<file path="config.mk">
export PLATFORM = sky130hd
export DESIGN_NAME = arith_datapath_flat
export DESIGN_NICKNAME = d
export VERILOG_FILES = /design/src/rtl/arith_datapath_if.sv /design/src/rtl/arith_datapath.sv /design/src/flat_wrapper.sv
export SDC_FILE = /design/constraint.sdc
export NUM_CORES = 1
export LEC_CHECK = 0
export CAP_MARGIN = 20
export CORE_MARGIN = 5
export CORE_UTILIZATION = 40
export DETAILED_ROUTE_END_ITERATION = 6
export SLEW_MARGIN = 10
export SYNTH_ARGS = -nofsm -noshare
export SYNTH_HDL_FRONTEND = slang
export SYNTH_SLANG_ARGS = --single-unit
</file>
<file path="constraint.sdc">
create_clock -name clk -period 6.85 [get_ports clk]
set_input_delay 1.37 -clock clk [delete_from_list [all_inputs] [get_ports clk]]
set_output_delay 1.37 -clock clk [all_outputs]
set_load 0.005 [all_outputs]
</file>
<file path="src/rtl/arith_datapath_if.sv">
// Operand/result bundle for arith_datapath.
// The issuing stage drives A/B/opcode and the datapath returns Y/co.
interface arith_datapath_if #(
    parameter int N = 16
);
    logic [N-1:0] A;
    logic [N-1:0] B;
    logic [2:0]   opcode;
    logic [N-1:0] Y;
    logic         co;

    modport master (
        output A, B, opcode,
        input  Y, co
    );

    modport slave (
        input  A, B, opcode,
        output Y, co
    );
endinterface

</file>
<file path="src/rtl/arith_datapath.sv">
// Signed N-bit ALU datapath with PIPE (0..2) extra stages.
// Accepts one op per cycle; result and flag are registered.
module arith_datapath #(
    parameter int N    = 16,
    parameter int PIPE = 1
) (
    input  logic            clk,
    input  logic            rst,
    arith_datapath_if.slave bus
);
    localparam int SH = $clog2(N);

    logic [N-1:0] a_s;
    logic [N-1:0] b_s;
    logic [2:0]   op_s;

    generate
        if (PIPE >= 1) begin : g_in_reg
            logic [N-1:0] a_q;
            logic [N-1:0] b_q;
            logic [2:0]   op_q;

            always_ff @(posedge clk) begin
                if (rst) begin
                    a_q  <= '0;
                    b_q  <= '0;
                    op_q <= '0;
                end else begin
                    a_q  <= bus.A;
                    b_q  <= bus.B;
                    op_q <= bus.opcode;
                end
            end

            assign a_s  = a_q;
            assign b_s  = b_q;
            assign op_s = op_q;
        end else begin : g_in_comb
            assign a_s  = bus.A;
            assign b_s  = bus.B;
            assign op_s = bus.opcode;
        end
    endgenerate

    logic [N:0]     add_d;
    logic [N:0]     sub_d;
    logic [2*N-1:0] a_ext;
    logic [2*N-1:0] b_ext;
    logic [2*N-1:0] mul_d;
    logic [N-1:0]   and_d;
    logic [N-1:0]   or_d;
    logic [N-1:0]   xor_d;
    logic [N-1:0]   relu_d;
    logic [N-1:0]   asr_d;

    // Sign-extend to 2N so the low 2N bits of the unsigned product are the signed product.
    assign a_ext  = {{N{a_s[N-1]}}, a_s};
    assign b_ext  = {{N{b_s[N-1]}}, b_s};
    assign add_d  = {1'b0, a_s} + {1'b0, b_s};
    assign sub_d  = {1'b0, a_s} + {1'b0, ~b_s} + {{N{1'b0}}, 1'b1};
    assign mul_d  = a_ext * b_ext;
    assign and_d  = a_s & b_s;
    assign or_d   = a_s | b_s;
    assign xor_d  = a_s ^ b_s;
    assign relu_d = a_s[N-1] ? '0 : a_s;
    assign asr_d  = $signed(a_s) >>> b_s[SH-1:0];

    logic [N:0]     add_m;
    logic [N:0]     sub_m;
    logic [2*N-1:0] mul_m;
    logic [N-1:0]   and_m;
    logic [N-1:0]   or_m;
    logic [N-1:0]   xor_m;
    logic [N-1:0]   relu_m;
    logic [N-1:0]   asr_m;
    logic [2:0]     op_m;

    generate
        if (PIPE == 2) begin : g_mid_reg
            logic [N:0]     add_q;
            logic [N:0]     sub_q;
            logic [2*N-1:0] mul_q;
            logic [N-1:0]   and_q;
            logic [N-1:0]   or_q;
            logic [N-1:0]   xor_q;
            logic [N-1:0]   relu_q;
            logic [N-1:0]   asr_q;
            logic [2:0]     op_q;

            always_ff @(posedge clk) begin
                if (rst) begin
                    add_q  <= '0;
                    sub_q  <= '0;
                    mul_q  <= '0;
                    and_q  <= '0;
                    or_q   <= '0;
                    xor_q  <= '0;
                    relu_q <= '0;
                    asr_q  <= '0;
                    op_q   <= '0;
                end else begin
                    add_q  <= add_d;
                    sub_q  <= sub_d;
                    mul_q  <= mul_d;
                    and_q  <= and_d;
                    or_q   <= or_d;
                    xor_q  <= xor_d;
                    relu_q <= relu_d;
                    asr_q  <= asr_d;
                    op_q   <= op_s;
                end
            end

            assign add_m  = add_q;
            assign sub_m  = sub_q;
            assign mul_m  = mul_q;
            assign and_m  = and_q;
            assign or_m   = or_q;
            assign xor_m  = xor_q;
            assign relu_m = relu_q;
            assign asr_m  = asr_q;
            assign op_m   = op_q;
        end else begin : g_mid_comb
            assign add_m  = add_d;
            assign sub_m  = sub_d;
            assign mul_m  = mul_d;
            assign and_m  = and_d;
            assign or_m   = or_d;
            assign xor_m  = xor_d;
            assign relu_m = relu_d;
            assign asr_m  = asr_d;
            assign op_m   = op_s;
        end
    endgenerate

    // Product fits in N bits only when the top N+1 bits are a pure sign extension.
    logic mul_ovf;
    assign mul_ovf = !((&mul_m[2*N-1:N-1]) || !(|mul_m[2*N-1:N-1]));

    logic [N-1:0] y_d;
    logic         co_d;
    logic [N-1:0] y_q;
    logic         co_q;

    always_comb begin
        y_d  = '0;
        co_d = 1'b0;
        unique case (op_m)
            3'b000: begin
                y_d  = add_m[N-1:0];
                co_d = add_m[N];
            end
            3'b001: begin
                y_d  = sub_m[N-1:0];
                co_d = sub_m[N];
            end
            3'b010: begin
                y_d  = mul_m[N-1:0];
                co_d = mul_ovf;
            end
            3'b011: y_d = and_m;
            3'b100: y_d = or_m;
            3'b101: y_d = xor_m;
            3'b110: y_d = relu_m;
            3'b111: y_d = asr_m;
        endcase
    end

    always_ff @(posedge clk) begin
        if (rst) begin
            y_q  <= '0;
            co_q <= 1'b0;
        end else begin
            y_q  <= y_d;
            co_q <= co_d;
        end
    end

    assign bus.Y  = y_q;
    assign bus.co = co_q;
endmodule

</file>
<file path="src/flat_wrapper.sv">
// flat-port wrapper written by rule: the top's interface ports become plain ports
module arith_datapath_flat 
#(
    parameter int N    = 16,
    parameter int PIPE = 1
)
  (clk, rst, bus_A, bus_B, bus_opcode, bus_Y, bus_co);
  arith_datapath_if #(.N(N)) bus_i ();
  input  logic clk;
  input  logic rst;
  input wire logic [$bits(bus_i.A)-1:0] bus_A;
  input wire logic [$bits(bus_i.B)-1:0] bus_B;
  input wire logic [$bits(bus_i.opcode)-1:0] bus_opcode;
  output wire logic [$bits(bus_i.Y)-1:0] bus_Y;
  output wire logic [$bits(bus_i.co)-1:0] bus_co;
  assign bus_i.A = bus_A;
  assign bus_i.B = bus_B;
  assign bus_i.opcode = bus_opcode;
  assign bus_Y = bus_i.Y;
  assign bus_co = bus_i.co;
  arith_datapath #(.N(N), .PIPE(PIPE)) u_core (.clk(clk), .rst(rst), .bus(bus_i));
endmodule
</file>
**After elaboration in Yosys (flattened, before gate mapping)**

Cells that the tools add are included.

- Bits in registers: 52
- Bits in latches: 0
- RAM bits: 0
- Memory bits (read-only): 0
- Output and inout port bits: 17
- Logic and storage cells: 30
- Memories: 0

- Add/sub/neg operators: 3
- Multipliers: 1
- Divide/modulo/power cells: 0
- $lt $le $gt $ge: 0
- Equal/unequal tests: 7
- Shift-type cells: 1
- Multiplexer cells: 3
- Bitwise logic cells: 4
- Reduce and logical (&&, ||, !) cells: 6

Operators by type and width:

| operator | count |
|---|---|
| case mux 16 bit (8 select lines) | 1 |
| adder 16 x 16 -> 17 bit | 2 |
| multiplier 16 x 16 -> 32 bit | 1 |
| adder 17 x 1 -> 17 bit (second input constant) | 1 |
| AND reduction 17 bit | 1 |
| OR reduction 17 bit | 1 |
| AND 16 bit | 1 |
| NOT 16 bit | 1 |
| OR 16 bit | 1 |
| >>> shifter 16 x 4 -> 16 bit | 1 |
| XOR 16 bit | 1 |
| 2-to-1 mux 15 bit | 1 |
| equality test 3 bit (second input constant) | 4 |
| equality test 3 x 2 -> 1 bit (second input constant) | 2 |
| equality test 3 x 1 -> 1 bit (second input constant) | 1 |
| logical NOT 3 bit | 1 |
| case mux 1 bit (3 select lines) | 1 |
| logical NOT 1 bit | 2 |
| logical OR 1 bit | 1 |

**Depth between registers and ports, before layout**

Gate-level depths: netlist of run 1.

- Word-level depth: 6
- Gate-level depth with buffers: 26
- Depth with buffers taken out: 25

**Worst setup path after synthesis of run 1**

Ideal clock, no wire load.

- Kind: register to register
- From: register u_core.g_in_reg.b_q[1], in the netlist u_core.b_s[1]
- To: register u_core.co_q, in the netlist u_core.bus.co
- Setup time: 0.121 ns
- Arrival: 7.223 ns
- Data required time: 6.729 ns
- Slack: -0.493 ns
- Cell stages (with the launch flop): 25
- Cells stage by stage: dfxtp_1 > buf_1 > clkbuf_1 > nand2_1 > fa_1 > inv_1 > fa_1 > inv_1 > fa_1 > fa_1 > fa_1 > fa_1 > inv_1 > ha_1 > clkbuf_1 > and4_1 > and3_1 > a211o_1 > a21oi_1 > o31ai_4 > xnor2_1 > or4b_1 > or4_1 > o32ai_1 > nor2_1

- Longest elaborated chain between the ends: 6

Ends and longest elaborated chain:

| item | line | text |
|---|---|---|
| from (decl) | arith_datapath.sv:20 | `logic [N-1:0] b_q;` |
| from (signal assigned) | arith_datapath.sv:30 | `b_q <= bus.B;` |
| multiplier 16 x 16 -> 32 bit | arith_datapath.sv:61 | `assign mul_d = a_ext * b_ext;` |
| OR reduction 17 bit | arith_datapath.sv:138 | `assign mul_ovf = !((&mul_m[2*N-1:N-1]) \|\| !(\|mul_m[2*N-1:N-1]));` |
| logical NOT 1 bit | arith_datapath.sv:138 |  |
| logical OR 1 bit | arith_datapath.sv:138 |  |
| logical NOT 1 bit | arith_datapath.sv:138 |  |
| case mux 1 bit (3 select lines) (*) | arith_datapath.sv:148 | `unique case (op_m)` |
| to (signal assigned) | arith_datapath.sv:175 | `co_q <= co_d;` |
| to (decl) | arith_datapath.sv:143 | `logic co_q;` |

Mark *: on every way between the ends. The rest lies on a longest branch, timed or not.
A chain may end at the register's enable or synchronous reset.

**Worst setup path in the final report of run 1**

- From: register u_core.g_in_reg.a_q[4], in the netlist u_core.a_s[4]
- To: register u_core.co_q, in the netlist u_core.bus.co

- Longest elaborated chain between the ends: 6

Ends and longest elaborated chain:

| item | line | text |
|---|---|---|
| from (decl) | arith_datapath.sv:19 | `logic [N-1:0] a_q;` |
| from (signal assigned) | arith_datapath.sv:29 | `a_q <= bus.A;` |
| multiplier 16 x 16 -> 32 bit | arith_datapath.sv:61 |  |
| OR reduction 17 bit | arith_datapath.sv:138 |  |
| logical NOT 1 bit | arith_datapath.sv:138 |  |
| logical OR 1 bit | arith_datapath.sv:138 |  |
| logical NOT 1 bit | arith_datapath.sv:138 |  |
| case mux 1 bit (3 select lines) (*) | arith_datapath.sv:148 |  |

Marks and branches as above.

==> qor.yml, run 1 <==
cts:
  cts_sinks: 52
  cts_hold_buffers: 0
  cts_tree: "done"
  insertion_delay_ps: 320
  cts_root_buf: "clkbuf_16"
  cts.clk_slew.worst_paths_ps: 90
  cts_buffer_depth: 2
  numCtsBuffers: 5
  htreeDepth: 2
yosys:
  synth_top_area_share_pct: 37.5
  synthesis.nets: 2098
  ys_seq_area_share_pct: 7.38
  syn_area_um2: 14100
  yosys-top-cells-count: "inv_1 (291), fa_1 (264), nand2_1 (190)"
  syn_avg_cell_area_um2: 8.47
  ys_ff_latch: 52
  async_reset_ff_share_pct: 0
  synth_area_leaders: "fa_1 (37%), ha_1 (12%), inv_1 (7.7%), dfxtp_1 (7.4%), nand2_1 (5.1%)"
  synth_most_common_cell: "inv_1"
  synth_top_area_cell: "fa_1"
  syn-instance-count: 1666
  synth_ff_type: "dfxtp_1"
  yosysWarnings: 0
  synth.distinct_cells: 71
  synth_edf_count: 0
floorplan:
  core_area_um2: 34700
  io_pins: 54
  initial_utilization_pct: 40.6
  dieArea_um2: 39100
  num_rows: 68
  die_width_um: 198
  fp.dieH_um: 198
placement:
  place_congestion: 0.998
  hpwl_mm: 39.3
  dp_cells: 2278
  io_buffers: 53
  placed_area_um2: 16400
  post-place-ws_ps: -162
sta:
  slew_headroom_pct: 29.3
  fin_setup_tns_ps: 0
  final.period_utilization_pct: 99.7
  fin_hold_ws_ps: 877
  timing_hold_violations_final: 0
  period_needed_ps: 6830
  clock.fmax_ghz: 0.146
  setup_violations: 0
  skew_ps: 18.5
  rsz0062_at_grt: "yes"
  fin_ws_ps: 22.8
  tightest_slew_ps: 1060
  slew_viol_final: 0
min_path:
  worstHoldEndpoint: "u_core.bus.Y[2]$_SDFF_PP0_"
  hold_depth: 4
  hold_start: "u_core.b_s[3]$_SDFF_PP0_"
  min_path_type: "reg2reg"
drt:
  wl_mm: 46.5
  ant_nets: 0
  vias_per_cell: 5.46
  vias: 12565
  wl_per_cell_um: 20.2
  drc: 2
  firstDrtPassIters: 6
  first_iter_violations: 1211
grt:
  grt_overflow_total: 0
  grt_usage_pct: 24.0
  grt_max_degree: 53
  grt_antenna_before_repair: 4
  first_global_vias: 13188
  grt_pass1_wl_mm: 72.7
worst_setup_path:
  reg2reg_to: "u_core.bus.co$_SDFF_PP0_"
  path_class: "reg2reg"
  crit_required_ps: 7040
  critPathArrivalTime_ps: 7020
  reg2reg_from: "u_core.a_s[4]$_SDFF_PP0_"
  end_kind: "register"
  path_max_fanout: 5
  r2r_slack_ps: 20
  r2r_cells: 20
  start_kind: "register"
outcome:
  status: "complete, but fails checks"
  violations: "DRC"
power_and_ir_drop:
  peakVddDrop_mv: 0.191
  cellPowerDensity_nw_per_um2: 198
  power_mw: 3.35
  leakagePower_nw: 7.26
run:
  maxCapViolCount: 0
finish:
  final_nets: 2278
  multi_input_area_um2: 11800
  final-seq-area_um2: 1090
  fin_util_pct: 48.9
  drive_gt1_share_pct: 16.8
  area_growth_pct: 20.2
  stdcell_count: 2303
  final_area_um2: 17000
  num-fill-cells: 3365
==> layer usage <==
layer,vias to the layer above,share of wire [%],track usage (%)
met1,6233,39,30.1
li1,5659,-,-
met3,105,9.5,6.23
met2,562,47,40.3
met4,6,3.9,8.54
met5,-,0.052,0
==> kinds of logic after synthesis <==
kind of cell | synth area share [%]
AO/OA/AOI/OAI | 13.2
XOR/XNOR | 3.23
adder cells (fa/ha/maj) | 49.1
buffers and inverters | 10.3
flip-flops | 7.38
multiplexers | 1.56
AND/OR/NAND/NOR | 15.2
==> worst max-delay path by stage <==
| stage | from | slack, ps | cells after the start | to |
|---|---|---|---|---|
| after global routing | u_core.b_s[11]$_SDFF_PP0_ | -220 | 20 | u_core.bus.co$_SDFF_PP0_ |
| after global placement | u_core.a_s[15]$_SDFF_PP0_ | -110 | 21 | u_core.bus.co$_SDFF_PP0_ |
| after CTS | u_core.b_s[2]$_SDFF_PP0_ | 7 | 24 | u_core.bus.co$_SDFF_PP0_ |
| after detailed placement | u_core.a_s[9]$_SDFF_PP0_ | -160 | 23 | u_core.bus.co$_SDFF_PP0_ |
| after floorplan | u_core.a_s[15]$_SDFF_PP0_ | 20 | 24 | u_core.bus.co$_SDFF_PP0_ |
| final | u_core.a_s[4]$_SDFF_PP0_ | 20 | 20 | u_core.bus.co$_SDFF_PP0_ |
==> power by group <==
group          leakage [nW]  switching [mW]  internal [mW]  total [mW]
clock network        0.0701           0.140          0.147       0.287
registers             0.442          0.0211          0.325       0.346
logic                  6.74            1.50           1.22        2.72
==> critical path, cell delays in order (launching register included) <==
cell and delay, ps:
dfxtp_4 410, clkinvlp_4 220, nand2_1 190, fa_1 440, fa_1 480, fa_1 520
fa_1 570, fa_1 430, fa_1 490, inv_1 60, ha_4 270, and4_4 220
a21bo_1 220, a2111oi_4 450, o211ai_1 210, o21ai_1 200, xnor2_1 150, or4b_4 480
or4_4 520, o32ai_2 100, nor2_1 50
==> cell type report <==
cell class                      instances  share of cell area, %
Antenna cell                            1                 0.0148
Sequential cell                        52                   6.45
Inverter                              304                   6.90
Timing Repair Buffer                  256                   13.0
Clock buffer                            7                  0.841
Clock inverter                          1                 0.0443
Multi-Input combinational cell       1227                   69.4
Tap cell                              455                   3.36
==> registers in the layout (all words and copies together), names as in the netlist <==
register              flops
u_core.g_in_reg.op_q      3
u_core.a_s               16
u_core.bus.co             1
u_core.bus.Y             16
u_core.b_s               16
==> cells in the final DEF, fill, tap and decap left out, drive strengths merged, types with 6 or more instances in the layout <==
master and instances:
inv 295, fa 264, buf 204, nand2 190, nor2 165, ha 131, a21oi 79, o21ai 55
clkdlybuf4s50 52, dfxtp 52, nor2b 44, xnor2 36, nor3 22, a221oi 17, xor2 16, o211ai 14
o22ai 14, a211oi 13, a31oi 12, nand3 12, a21o 12, nand2b 9, o21a 8, o21bai 8
and2 7, and3 7, mux4 7, clkbuf 7, or3 6, o31ai 6
==> timing repair <==
action | in CTS | in global routing
setup buffers | 3 | 13
cloned | 0 | 0
resized for setup | 13 | 97
pin swaps | 3 | 25
endpoints found under the setup margin | 1 | 1
Note: power is estimated with default switching activity, not from simulation.
==> run 2, diff against run 1 <==
Settings changed: GPL_TIMING_DRIVEN from default to 0.
==> run 2 against run 1 <==
  * Critical path depth grew 3
  * Hold slack worse by 4.4 ps
  * Count of clock-buffer cells in the layout down 2
  * Global-route usage up 1.2 points
  * Setup slack got worse by 290 ps
  * The run ends with setup timing left
  * Critical path type unchanged
==> qor.yml, run 2 (same netlist as run 1, synthesis figures left out) <==
grt:
  first_global_vias: 12978
  grt_overflow_total: 0
  grt_max_degree: 18
  grt_antenna_before_repair: 0
  grt_pass1_wl_mm: 75.7
  grt_usage_pct: 25.3
sta:
  slew_headroom_pct: 34.4
  slew_viol_final: 0
  tightest_slew_ps: 977
  fin_ws_ps: -263
  clock.fmax_ghz: 0.141
  setup_violations: 1
  skew_ps: 7.97
  fin_setup_tns_ps: -263
  final.period_utilization_pct: 104
  timing_hold_violations_final: 0
  rsz0062_at_grt: "yes"
  period_needed_ps: 7110
cts:
  cts_root_buf: "clkbuf_16"
  cts_tree: "done"
  htreeDepth: 2
  cts_sinks: 52
  cts_buffer_depth: 2
  cts.clk_slew.worst_paths_ps: 70
  numCtsBuffers: 5
  insertion_delay_ps: 310
worst_setup_path:
  critPathArrivalTime_ps: 7310
  path_max_fanout: 10
  reg2reg_to: "u_core.bus.co$_SDFF_PP0_"
  r2r_slack_ps: -260
  critPathMostFrequentCell: "fa_1"
  critPathMaxStageDelay_ps: 570
  endpoint: "u_core.bus.co$_SDFF_PP0_"
  cp-startpoint: "u_core.a_s[4]$_SDFF_PP0_"
  crit_chain: "clkbuf_16, clkinvlp_4, buf_4, nand2_1, fa_1, fa_1, fa_1, fa_1, fa_1, fa_1, inv_1, ha_4, and4_1, a21bo_1, a2111oi_4, buf_4, o211ai_1, nor2b_4, xnor2_2, or4_4, or4_4, o32ai_4, nor2_1"
  slowest_stage: "fa_1"
  crit_required_ps: 7050
  end_kind: "register"
  path_class: "reg2reg"
  start_kind: "register"
  reg2reg_from: "u_core.a_s[4]$_SDFF_PP0_"
  r2r_cells: 23
finish:
  num-fill-cells: 3488
  stdcell_count: 2225
  fin_util_pct: 47.8
  drive_gt1_share_pct: 12.0
  final_nets: 2200
  final-seq-area_um2: 1080
  area_growth_pct: 17.5
  final_common_cell: "inv_1"
  layout_common_cells: "inv_1 (279), fa_1 (261), nand2_1 (187)"
  multi_input_area_um2: 12000
floorplan:
  core_area_um2: 34700
  fp.dieH_um: 198
  dieArea_um2: 39100
  io_pins: 54
  num_rows: 68
  initial_utilization_pct: 40.6
  die_width_um: 198
power_and_ir_drop:
  seqPwrFrac_pct: 10.4
  power_mw: 3.33
  combPwrFrac_pct: 80.6
  leakagePower_nw: 6.83
  p_sw_share_pct: 51.1
  peakVddDrop_mv: 0.166
  internal_power_mw: 1.63
  p_sw_mw: 1.70
  power_frac_clock_pct: 8.9
  cellPowerDensity_nw_per_um2: 201
drt:
  wl_per_cell_um: 21.8
  drc: 0
  vias_per_cell: 5.54
  ant_nets: 0
  first_iter_violations: 981
  wl_mm: 48.5
  vias: 12328
  firstDrtPassIters: 5
run:
  maxCapViolCount: 0
placement:
  dp_cells: 2174
  hpwl_mm: 39.5
  post-place-ws_ps: -2250
  place_congestion: 0.988
  io_buffers: 52
min_path:
  hold_depth: 2
  min_path_type: "reg2reg"
outcome:
  status: "complete, but fails checks"
  violations: "setup timing"
==> run 2: cell types whose count changed in the layout (fill, tap and decap cells not counted), moves of 5 or more <==
cell and change:
ha_4 +5, dfxtp_1 +8, buf_12 -5, buf_4 -133, buf_6 -10, dfxtp_2 -5, inv_2 -10, clkbuf_8 +14
clkinv_4 +6, ha_1 -13, clkbuf_4 +7, ha_2 +8, clkbuf_2 +6, clkbuf_1 +34
==> run 2: worst min-delay path by stage <==
stage / startpoint / endpoint / slack [ps]
final: u_core.a_s[4]$_SDFF_PP0_ / u_core.bus.Y[4]$_SDFF_PP0_ / 870
after detailed placement: u_core.g_in_reg.op_q[1]$_SDFF_PP0_ / u_core.bus.Y[13]$_SDFF_PP0_ / 950
after global placement: u_core.g_in_reg.op_q[1]$_SDFF_PP0_ / u_core.bus.Y[13]$_SDFF_PP0_ / 940
after CTS: u_core.a_s[0]$_SDFF_PP0_ / u_core.bus.Y[0]$_SDFF_PP0_ / 880
after floorplan: u_core.g_in_reg.op_q[1]$_SDFF_PP0_ / u_core.bus.Y[13]$_SDFF_PP0_ / 680
after global routing: u_core.a_s[4]$_SDFF_PP0_ / u_core.bus.Y[4]$_SDFF_PP0_ / 890
==> run 2: metrics by stage <==
step,hold WS [ps],instance area (um^2)
after floorplan,682,14100
after global placement,938,15200
after detailed placement,952,15200
after CTS,876,16500
after global routing,890,16600
final,873,16600
==> run 2: layer usage <==
layer	global-route usage, %	wire [um]
met1	34.0	20200
met2	41.8	22900
met3	5.31	4030
met4	6.38	1410
met5	0	0
==> run 2: layout make-up <==
class | instances | share of cell area (%)
sequential | 52 | 6.49
inverter | 304 | 7.31
tap | 455 | 3.43
buffer | 79 | 3.81
multi-input combinational | 1227 | 72.5
clock inverter | 3 | 0.279
antenna | 1 | 0.0151
clock buffer | 5 | 0.755
timing repair buffer | 99 | 5.37
==> run 2: what timing repair did <==
item                       4_1_cts  5_1_grt
setup buffers                   40        5
gates resized for setup        212       23
setup endpoints to repair        7        1
cloned                           0        0
pin swaps                       38        6
hold buffers                     0        0
==> run 2: worst max-delay path, delay by kind of cell, from the launching register on <==
family	cells	cell delay (ps)
adders and majority gates	7	3270
xor gates and xnor gates	1	140
DFF	1	430
and+or+nand+nor	6	1630
buffers and inverters	5	760
AOI/OAI and AO/OA	4	780
==> run 2: power by group through the flow <==
stage / Clock, mW / Combinational, mW / Sequential [mW]
finish: 0.298 / 2.68 / 0.348
global route: 0.314 / 2.99 / 0.349
CTS: 0.303 / 2.64 / 0.346
detailed placement: 0 / 2.29 / 0.354
global placement: 0 / 2.24 / 0.353
floorplan: 0 / 1.65 / 0.345
==> run 3, diff against run 2 <==
Clock period 6.85 ns to 7.65 ns, I/O delays scaled along.
==> run 3 against run 2 <==
  * The run now ends clean
  * Clock skew increased by 5.9 ps
  * Sequential share of layout area increased by 0.12 points
  * Critical path type unchanged
  * Cell count decreased by 1.3%
  * Design area decreased by 3.8%
  * Total power decreased by 15%
  * Global-route usage decreased by 1.1 points
==> qor.yml, run 3 (same netlist as run 1, synthesis figures left out) <==
outcome:
  status: "complete, no violations"
worst_setup_path:
  path_buf_inv: 5
  path_class: "reg2reg"
  critPathArrivalTime_ps: 7660
  path_delay_family: "adder cells"
  path_max_fanout: 10
  critPathMostFrequentCell: "fa_1"
  crit_chain: "clkbuf_8, clkinv_2, nor2_1, fa_1, inv_1, fa_1, fa_1, fa_1, fa_1, fa_1, inv_1, ha_4, and4_4, a21bo_1, a2111oi_4, buf_4, o211ai_1, o21ai_0, xnor2_1, or4b_1, or4_4, o32ai_4, nor2_1"
  end_kind: "register"
  slowest_stage: "fa_1"
  critPathMaxStageDelay_ps: 590
  start_kind: "register"
  crit_required_ps: 7840
floorplan:
  dieArea_um2: 39100
  fp.dieH_um: 198
  num_rows: 68
  die_width_um: 198
  io_pins: 54
  core_area_um2: 34700
  initial_utilization_pct: 40.6
placement:
  hpwl_mm: 38.4
  place_congestion: 0.999
  io_buffers: 52
sta:
  fin_hold_ws_ps: 869
  period_needed_ps: 7480
  timing_hold_violations_final: 0
  slew_headroom_pct: 25.0
  slew_viol_final: 0
  final.period_utilization_pct: 97.7
  setup_violations: 0
  skew_ps: 13.9
  tightest_slew_ps: 1120
  clock.fmax_ghz: 0.134
power_and_ir_drop:
  internal_power_mw: 1.38
  cellPowerDensity_nw_per_um2: 179
  peakVddDrop_mv: 0.146
  p_sw_share_pct: 51.5
  seqPwrFrac_pct: 10.9
  power_frac_clock_pct: 10.3
  p_sw_mw: 1.47
  power_mw: 2.85
  leakagePower_nw: 6.56
  combPwrFrac_pct: 78.8
drt:
  wl_mm: 46.2
  drc: 0
  vias_per_cell: 5.51
  ant_nets: 0
  wl_per_cell_um: 21.0
  vias: 12099
  firstDrtPassIters: 7
  first_iter_violations: 1238
grt:
  first_global_vias: 12664
  grt_overflow_total: 0
  grt_antenna_before_repair: 2
  grt_pass1_wl_mm: 72.7
  grt_max_degree: 18
  grt_usage_pct: 24.2
cts:
  insertion_delay_ps: 300
  cts_buffer_depth: 2
  cts_tree: "done"
  cts_sinks: 52
  cts_hold_buffers: 0
  numCtsBuffers: 5
  htreeDepth: 2
  cts_root_buf: "clkbuf_16"
  cts.clk_slew.worst_paths_ps: 70
finish:
  drive_gt1_share_pct: 8.39
  fin_util_pct: 45.9
  area_growth_pct: 13.0
  layout_common_cells: "inv_1 (283), fa_1 (263), nand2_1 (188)"
  final_nets: 2172
  final_common_cell: "inv_1"
run:
  maxCapViolCount: 0
min_path:
  min_path_type: "reg2reg"
run 3: cell count changes in the layout (fill, tap and decap cells not counted), moves of 5 or more:
| cell | previous run | this run |
|---|---|---|
| clkinv_4 | 6 | 0 |
| clkbuf_2 | 6 | 14 |
| buf_4 | 47 | 21 |
| dfxtp_1 | 36 | 45 |
| clkbuf_8 | 15 | 3 |
| dfxtp_2 | 10 | 5 |
| ha_1 | 113 | 123 |
| ha_4 | 8 | 2 |
| clkbuf_1 | 35 | 41 |
run 3: power by group through the flow:
stage | Combinational, mW | Sequential (mW) | Clock, mW
3_5_place_dp | 2.01 | 0.317 | 0
3_3_place_gp | 1.98 | 0.316 | 0
6_report | 2.24 | 0.311 | 0.293
4_1_cts | 2.13 | 0.311 | 0.301
2_1_floorplan | 1.46 | 0.309 | 0
5_1_grt | 2.51 | 0.313 | 0.310
run 3: layout make-up:
cell class	count	area [um^2]
plain buffers	80	418
inverters	304	1190
flip-flops and latches	52	1050
repair buffers	70	656
multi-input cells	1227	11900
well taps	455	569
clock buffers	5	125
clock inverters	3	68.8
fillers	3451	18800
diodes	1	2.50
run 3: routing by layer:
metal / wire (um) / global-route usage (%) / up-vias
met2: 21000 / 38.3 / 515
met5: 21 / 0 / -
li1: - / - / 5455
met1: 19200 / 32.2 / 6026
met4: 1890 / 8.72 / 4
met3: 4080 / 6.19 / 99
run 3: tightest hold or removal path, stage by stage (launching register included):
cell      delay [ps]
dfxtp_2          440
a222oi_1         150
a211oi_1         210
run 3: path summary, 6_finish.rpt:
path / cells after the start / start / to / slack (ps)
setup / recovery: 23 / u_core.a_s[11]$_SDFF_PP0_ / u_core.bus.co$_SDFF_PP0_ / 170
hold / removal: 2 / u_core.a_s[4]$_SDFF_PP0_ / u_core.bus.Y[4]$_SDFF_PP0_ / 870
setup reg to reg: 23 / u_core.a_s[11]$_SDFF_PP0_ / u_core.bus.co$_SDFF_PP0_ / 170
hold reg to reg: 2 / u_core.a_s[4]$_SDFF_PP0_ / u_core.bus.Y[4]$_SDFF_PP0_ / 870
run 3: repair_timing:
action | CTS | global route
endpoints found under the setup margin | 2 | 1
setup buffers | 4 | 14
gates resized for setup | 83 | 75
hold endpoints to repair | 0 | 0
pin swaps | 5 | 7
run 3: per-stage QoR:
step / cell area [um^2] / worst slack [ps] / setup TNS (ps) / instances
after floorplan: 14100 / 307 / 0 / 1666
after global placement: 15200 / -1440 / -1600 / 2173
after detailed placement: 15200 / -1410 / -1610 / 2173
after CTS: 15700 / 3.43 / 0 / 2182
after global routing: 15900 / -24.6 / -24.6 / 2196
final: 15900 / 174 / 0 / 2197
